==> src/rtl/shl_arbiter.sv <==
// ============================================================================
//  Module   : shl_arbiter
//  Brief    : Round-robin arbiter sharing one registered shift-left unit
//             between M requesters; tags each issue and steers results back.
//             Optional macro SHL_ARB_PRIO_EN adds a PRIO input that restricts
//             arbitration to prioritised requesters when any are pending.
//  Revision : 1.0 - initial release
// ============================================================================
`default_nettype none

module shl_arbiter #(
  parameter int N   = 16,
  parameter int M   = 4,
  parameter int LAT = 1
) (
  input  logic           CLK,
  input  logic           RST,
  input  logic           EN,
  input  logic [M-1:0]   REQ_VALID,
  input  logic [M*N-1:0] REQ_A,
  input  logic [M*N-1:0] REQ_B,
`ifdef SHL_ARB_PRIO_EN
  input  logic [M-1:0]   PRIO,
`endif
  output logic [M-1:0]   REQ_ACK,
  output logic           SH_EN,
  output logic           SH_R_IN1,
  output logic [N-1:0]   SH_D_IN1,
  output logic           SH_R_IN2,
  output logic [N-1:0]   SH_D_IN2,
  input  logic           SH_R_OUT,
  input  logic [N-1:0]   SH_D_OUT,
  output logic [M-1:0]   RES_VALID,
  output logic [N-1:0]   RES_DATA,
  output logic           ERR
);

  localparam int             c_PW  = (M > 1) ? $clog2(M) : 1;
  localparam logic [c_PW:0]  c_M_W = (c_PW+1)'(M);
  localparam logic [M-1:0]   c_ONE = {{(M-1){1'b0}}, 1'b1};

  logic [c_PW-1:0] r_ptr;
  logic            r_iss_v;
  logic [c_PW-1:0] r_iss_idx;
  logic [N-1:0]    r_d1;
  logic [N-1:0]    r_d2;
  logic [LAT-1:0]  r_tag_v;
  logic [c_PW-1:0] r_tag_idx [LAT];
  logic [M-1:0]    r_res_v;
  logic [N-1:0]    r_res_d;
  logic            r_err;

  logic [M-1:0]    w_elig;
  logic [2*M-1:0]  w_dbl;
  logic [M-1:0]    w_rot;
  logic            w_gnt_v;
  logic [c_PW-1:0] w_off;
  logic [c_PW:0]   w_sum;
  logic [c_PW-1:0] w_gnt_idx;
  logic [c_PW-1:0] w_ptr_nxt;
  logic [N-1:0]    w_sel_a;
  logic [N-1:0]    w_sel_b;
  logic            w_head_v;
  logic [M-1:0]    w_head_one;

`ifdef SHL_ARB_PRIO_EN
  assign w_elig = (|(REQ_VALID & PRIO)) ? (REQ_VALID & PRIO) : REQ_VALID;
`else
  assign w_elig = REQ_VALID;
`endif

  // Rotate so bit 0 is the requester at PTR, then pick the lowest set bit.
  assign w_dbl = {w_elig, w_elig};
  assign w_rot = M'(w_dbl >> r_ptr);

  always_comb begin
    w_gnt_v = 1'b0;
    w_off   = '0;
    for (int k = M-1; k >= 0; k--) begin
      if (w_rot[k]) begin
        w_gnt_v = 1'b1;
        w_off   = c_PW'(k);
      end
    end
    w_sum     = {1'b0, r_ptr} + {1'b0, w_off};
    w_gnt_idx = (w_sum >= c_M_W) ? c_PW'(w_sum - c_M_W) : c_PW'(w_sum);
    w_ptr_nxt = (w_gnt_idx == c_PW'(M-1)) ? '0 : w_gnt_idx + 1'b1;
  end

  always_comb begin
    w_sel_a = '0;
    w_sel_b = '0;
    for (int k = 0; k < M; k++) begin
      if (w_gnt_idx == c_PW'(k)) begin
        w_sel_a = REQ_A[k*N +: N];
        w_sel_b = REQ_B[k*N +: N];
      end
    end
  end

  assign REQ_ACK    = (EN && RST && w_gnt_v) ? (c_ONE << w_gnt_idx) : '0;
  assign w_head_v   = r_tag_v[LAT-1];
  assign w_head_one = c_ONE << r_tag_idx[LAT-1];

  always_ff @(posedge CLK or negedge RST) begin
    if (!RST) begin
      r_ptr     <= '0;
      r_iss_v   <= 1'b0;
      r_iss_idx <= '0;
      r_d1      <= '0;
      r_d2      <= '0;
      r_tag_v   <= '0;
      for (int k = 0; k < LAT; k++) r_tag_idx[k] <= '0;
      r_res_v   <= '0;
      r_res_d   <= '0;
      r_err     <= 1'b0;
    end else if (EN) begin
      r_iss_v <= w_gnt_v;
      if (w_gnt_v) begin
        r_ptr     <= w_ptr_nxt;
        r_iss_idx <= w_gnt_idx;
        r_d1      <= w_sel_a;
        r_d2      <= w_sel_b;
      end
      // Tag pipe trails the issue register so its head lines up with SH_R_OUT.
      r_tag_v[0]   <= r_iss_v;
      r_tag_idx[0] <= r_iss_idx;
      for (int k = 1; k < LAT; k++) begin
        r_tag_v[k]   <= r_tag_v[k-1];
        r_tag_idx[k] <= r_tag_idx[k-1];
      end
      if (SH_R_OUT && w_head_v) begin
        r_res_v <= w_head_one;
        r_res_d <= SH_D_OUT;
      end else begin
        r_res_v <= '0;
      end
      if (SH_R_OUT && !w_head_v) r_err <= 1'b1;
    end
  end

  assign SH_EN     = EN;
  assign SH_R_IN1  = r_iss_v;
  assign SH_R_IN2  = r_iss_v;
  assign SH_D_IN1  = r_d1;
  assign SH_D_IN2  = r_d2;
  assign RES_VALID = r_res_v;
  assign RES_DATA  = r_res_d;
  assign ERR       = r_err;

endmodule

`default_nettype wire

==> config.mk <==
export PLATFORM = sky130hd
export DESIGN_NAME = shl_arbiter
export DESIGN_NICKNAME = d
export VERILOG_FILES = /design/src/rtl/shl_arbiter.sv
export SDC_FILE = /design/constraint.sdc
export NUM_CORES = 1
export LEC_CHECK = 0
export CORE_ASPECT_RATIO = 2
export CORE_MARGIN = 8
export CORE_UTILIZATION = 38
export CTS_BUF_LIST = sky130_fd_sc_hd__clkbuf_8
export DETAILED_ROUTE_END_ITERATION = 8
export PLACE_DENSITY = 0.92
export SYNTH_ARGS = -nofsm -noshare
export SYNTH_HDL_FRONTEND = slang
export SYNTH_SLANG_ARGS = --single-unit
==> constraint.sdc <==
create_clock -name CLK -period 4.5 [get_ports CLK]
set_clock_uncertainty 0.1 [all_clocks]
set_input_delay 0.9 -clock CLK [delete_from_list [all_inputs] [get_ports CLK]]
set_output_delay 0.9 -clock CLK [all_outputs]
set_load 0.005 [all_outputs]
==> impl_summary.md <==
Outcome
The run finished with clean final reports.

Layout
The area of the multi-input gates is 1739 um^2. The number of antenna diodes in the final layout is 0. The sequential cells in the finished layout cover a total of 1526 um^2. From synthesis to final layout, the design area changed by 71.29%. The count of filler cells inserted in the layout is 730. In the final layout, the share of cells above drive strength 1 is 11.05%.

At the end of the flow, the number of nets in the layout was 731.

Logic synthesis
In this run, synthesis inferred 0 flip-flops with an integrated enable. After synthesis, the most frequently instantiated cells are 75 x sky130_fd_sc_hd__nand2_1, 61 x sky130_fd_sc_hd__dfrtp_1, 34 x sky130_fd_sc_hd__nor2_1. The number of standard cells after synthesis is 373. After synthesis the cells add up to 3412 um^2. The number of register bits inferred by synthesis is 61. The most instantiated flip-flop cell in the synthesis netlist is sky130_fd_sc_hd__dfrtp_1. The library cell occupying the most area in the post-synthesis netlist is sky130_fd_sc_hd__dfrtp_1. After synthesis, the mean cell area works out to 9.148 um^2. The unique cell type count in the Yosys netlist is 42. For this run, asynchronously set or reset flops after synthesis account for 100.0%.

The net count after synthesis is 530. Summing the sequential cell areas from Yosys gives 44.74% of the chip area. The most common cell in the synthesized netlist is sky130_fd_sc_hd__nand2_1. Sorting the synthesized cells by area gives the leading types as sky130_fd_sc_hd__dfrtp_1 45%, sky130_fd_sc_hd__nand2_1 8.3%, sky130_fd_sc_hd__a221oi_1 8.0%. In this run the biggest area consumer among cell types represents 44.74% of the synthesized area. Yosys printed 0 warnings.

Detailed routing
In this run the remaining antenna-violating nets after routing total 0. The first routing iteration left 147 violations. For this run, design rule violations remaining after detail routing come to 0.

The number of search-and-repair iterations in the first detailed-routing pass is 4. The routed length per instance is 19.46 um. The number of vias after detailed routing is 3710. The average via count per standard cell is 5.448. After detailed routing, the total wire length is 13250 um.

Timing
Final hold analysis gives a worst-case slack of 0.3854 ns. The summed negative setup slack over all endpoints is 0 ns. The slack of the critical path is 0.1307 ns.

The final hold violation count is 0. Measured against its own limit, the worst slew margin works out to 49.05%. The final number of setup-violating endpoints is 0. The period utilization is 97.09%. The slew at the pin closest to its max-slew limit is 0.7642 ns. The highest clock frequency the design can meet is 228.9 MHz.

The final count of pins violating max slew was 0. The minimum period implied by the final worst setup slack is 4.369 ns.

Placed design
Once detailed placement completed, the half-perimeter wirelength came to 10360 um. OpenSTA, run right after detailed placement, puts the worst setup slack at -0.3830 ns. The global placement routability congestion is 0.8626. Buffers placed on the I/O ports in this run total 211.

CTS
The H-tree depth reported by CTS is 3. The clock passes through at most 2 buffers. In this run, post-CTS hold repair placed 0 buffers. The total clock buffers created by CTS is 9. The sink count of the clock tree is 61. The later pin in the worst-skew pair is clocked with a latency of 0.34 ns. TritonCTS built the clock tree.

The cell chosen for the clock root is sky130_fd_sc_hd__clkbuf_8. The clock input transition at the sequential cells of the worst setup and hold paths is 0.07 ns. The total setup buffers inserted after CTS is 0.

Worst setup path
The arrival time at the worst endpoint is 3.37 ns. By startpoint and endpoint, the worst setup path is classified as in2out. The reg-to-reg setup timing slack is 0.74 ns.

The origin of the worst setup path is REQ_VALID[3]. In this run the critical register-to-register path is launched from r_ptr[0]$_DFFE_PN0P_. Measured in cells, the most critical reg-to-reg path has a length of 14. At the worst endpoint, the required time is 3.50 ns. The critical register-to-register path endpoint is SH_D_IN1[6]$_DFFE_PN0P_. In this run the worst path has a maximum fanout of 7.

The worst setup path is captured at a primary output. STA classifies the critical path startpoint as a primary input. The capturing instance or port of the critical path is REQ_ACK[1].

Min path
The tightest min-delay check is of the reg2reg type.

Floorplanning
The number of placement rows is 49. The y dimension of the die is 150.0 um. The core region is 8890 um^2.

For this design the top-level I/O count stands at 212. The effective utilization at floorplan is 38.38%. The width of the die is 83.01 um. The die footprint is 12450 um^2.

Run
The number of max-cap violations is 0.

GRT
The first global-routing pass estimated 20420 um of wire. Global routing used 20.35% of the available tracks. The maximum number of pins on one net before global-route repair is 66. The number of global-route vias before repair is 4056.

The number of antenna violations at the first check in global routing is 0. The final global-route overflow total is 0.

Power and ir drop
The static power due to leakage is 2.356 nW. IR analysis of the VDD net gives a maximum drop of 0.0004365 V. The power per unit of standard cell area is 697.7 nW/um^2.
## how the worst min path moves through the flow
stage | end | from | depth (start not counted) | slack (ns)
after detailed placement | r_iss_idx[0]$_DFFE_PN0P_ | r_iss_idx[0]$_DFFE_PN0P_ | 2 | 0.38
after CTS | r_iss_idx[0]$_DFFE_PN0P_ | r_iss_idx[0]$_DFFE_PN0P_ | 2 | 0.39
after floorplan | r_iss_idx[0]$_DFFE_PN0P_ | r_iss_idx[0]$_DFFE_PN0P_ | 2 | 0.35
final | r_iss_idx[0]$_DFFE_PN0P_ | r_iss_idx[0]$_DFFE_PN0P_ | 2 | 0.39
after global placement | ERR$_DFFE_PN0P_ | ERR$_DFFE_PN0P_ | 1 | 0.36
after global routing | ERR$_DFFE_PN0P_ | r_tag_v$_DFFE_PN0P_ | 1 | 0.41
## cell usage in the layout (no fill, tap or decap), types with 2 or more instances in the layout
cell                              synthesis  final
sky130_fd_sc_hd__dfrtp_1                 61     61
sky130_fd_sc_hd__nand2b_1                 2      2
sky130_fd_sc_hd__a221oi_1                31     31
sky130_fd_sc_hd__nor2b_1                  3      2
sky130_fd_sc_hd__dlygate4sd2_1            0      4
sky130_fd_sc_hd__mux2_2                  18     18
sky130_fd_sc_hd__buf_4                    2     13
sky130_fd_sc_hd__a32o_1                   2      2
sky130_fd_sc_hd__inv_1                    5      6
sky130_fd_sc_hd__ha_2                     0      3
sky130_fd_sc_hd__clkdlybuf4s50_1          0    205
sky130_fd_sc_hd__o31a_1                  31     31
sky130_fd_sc_hd__o21ai_0                 13     13
sky130_fd_sc_hd__clkinv_2                 0      2
sky130_fd_sc_hd__nor2_1                  34     32
sky130_fd_sc_hd__clkbuf_8                 0      9
sky130_fd_sc_hd__nor2_2                   0      2
sky130_fd_sc_hd__o32ai_1                  2      2
sky130_fd_sc_hd__a21oi_1                  2      2
sky130_fd_sc_hd__nand2_1                 75     75
sky130_fd_sc_hd__o221ai_1                 2      2
sky130_fd_sc_hd__o21ai_1                 25     25
sky130_fd_sc_hd__and3_1                   5      5
sky130_fd_sc_hd__clkinvlp_4               0      2
## per-stage QoR
stage | power (mW) | utilization (%) | instances | cell area, um^2
detailed placement | 3.535 | 63.04 | 664 | 5604
floorplan | 2.529 | - | 373 | 3412
global route | 4.382 | 65.74 | 681 | 5844
finish | 4.077 | 65.74 | 681 | 5844
CTS | 4.027 | 65.17 | 680 | 5793
global placement | 3.422 | 63.04 | 664 | 5604
## registers in the layout, indices dropped and copies added (netlist names), 2 cells and up
register / count
SH_D_IN2: 16
r_tag_idx: 2
r_iss_idx: 2
RES_VALID: 4
SH_D_IN1: 16
r_ptr: 2
RES_DATA: 16
## timing repair
| action | CTS | global route |
|---|---|---|
| endpoints found under the setup margin | 6 | 4 |
| gates resized for setup | 5 | 8 |
| endpoints found under the hold margin | 0 | 0 |
| pin swaps | 0 | 1 |
## routing by layer
metal | share of wire (%) | up-vias | track usage (%)
met5 | 0 | - | 0
met1 | 35 | 1769 | 19.40
li1 | - | 1754 | -
met4 | 4.5 | 0 | 12.74
met2 | 55 | 148 | 36.88
met3 | 6.1 | 39 | 6.267
## power by group
group / total, mW / internal [mW] / switching (mW)
logic: 2.71 / 1.36 / 1.36
clock network: 0.480 / 0.252 / 0.228
registers: 0.883 / 0.756 / 0.127
total: 4.08 / 2.37 / 1.71
## layout make-up
cell class / count / area share, %
multi-input combinational: 270 / 29.76
tap: 102 / 2.184
timing repair buffer: 226 / 38.28
inverter: 6 / 0.3854
sequential: 61 / 26.12
clock buffer: 9 / 2.119
clock inverter: 7 / 1.156
## logic make-up after synthesis
logic type	count (synthesis)	share of synthesized area [%]
buf+inv	42	5.537
fa+ha+maj	5	1.834
xor+xnor	1	0.2567
compound gates	116	25.27
flops	61	44.74
simple gates	129	16.14
mux	19	6.234
## worst max-delay path: stages
cell and delay (ns):
sky130_fd_sc_hd__dlygate4sd2_1 0.30, sky130_fd_sc_hd__nand2b_1 0.10, sky130_fd_sc_hd__o221ai_1 0.12, sky130_fd_sc_hd__o21ai_0 0.10
sky130_fd_sc_hd__o221ai_1 0.16, sky130_fd_sc_hd__ha_2 0.22, sky130_fd_sc_hd__xnor2_2 0.21, sky130_fd_sc_hd__and4_4 0.25
sky130_fd_sc_hd__or2_1 0.17, sky130_fd_sc_hd__ha_4 0.17, sky130_fd_sc_hd__and3_1 0.15, sky130_fd_sc_hd__clkdlybuf4s50_1 0.52
Note: power is estimated with default switching activity, not from simulation.
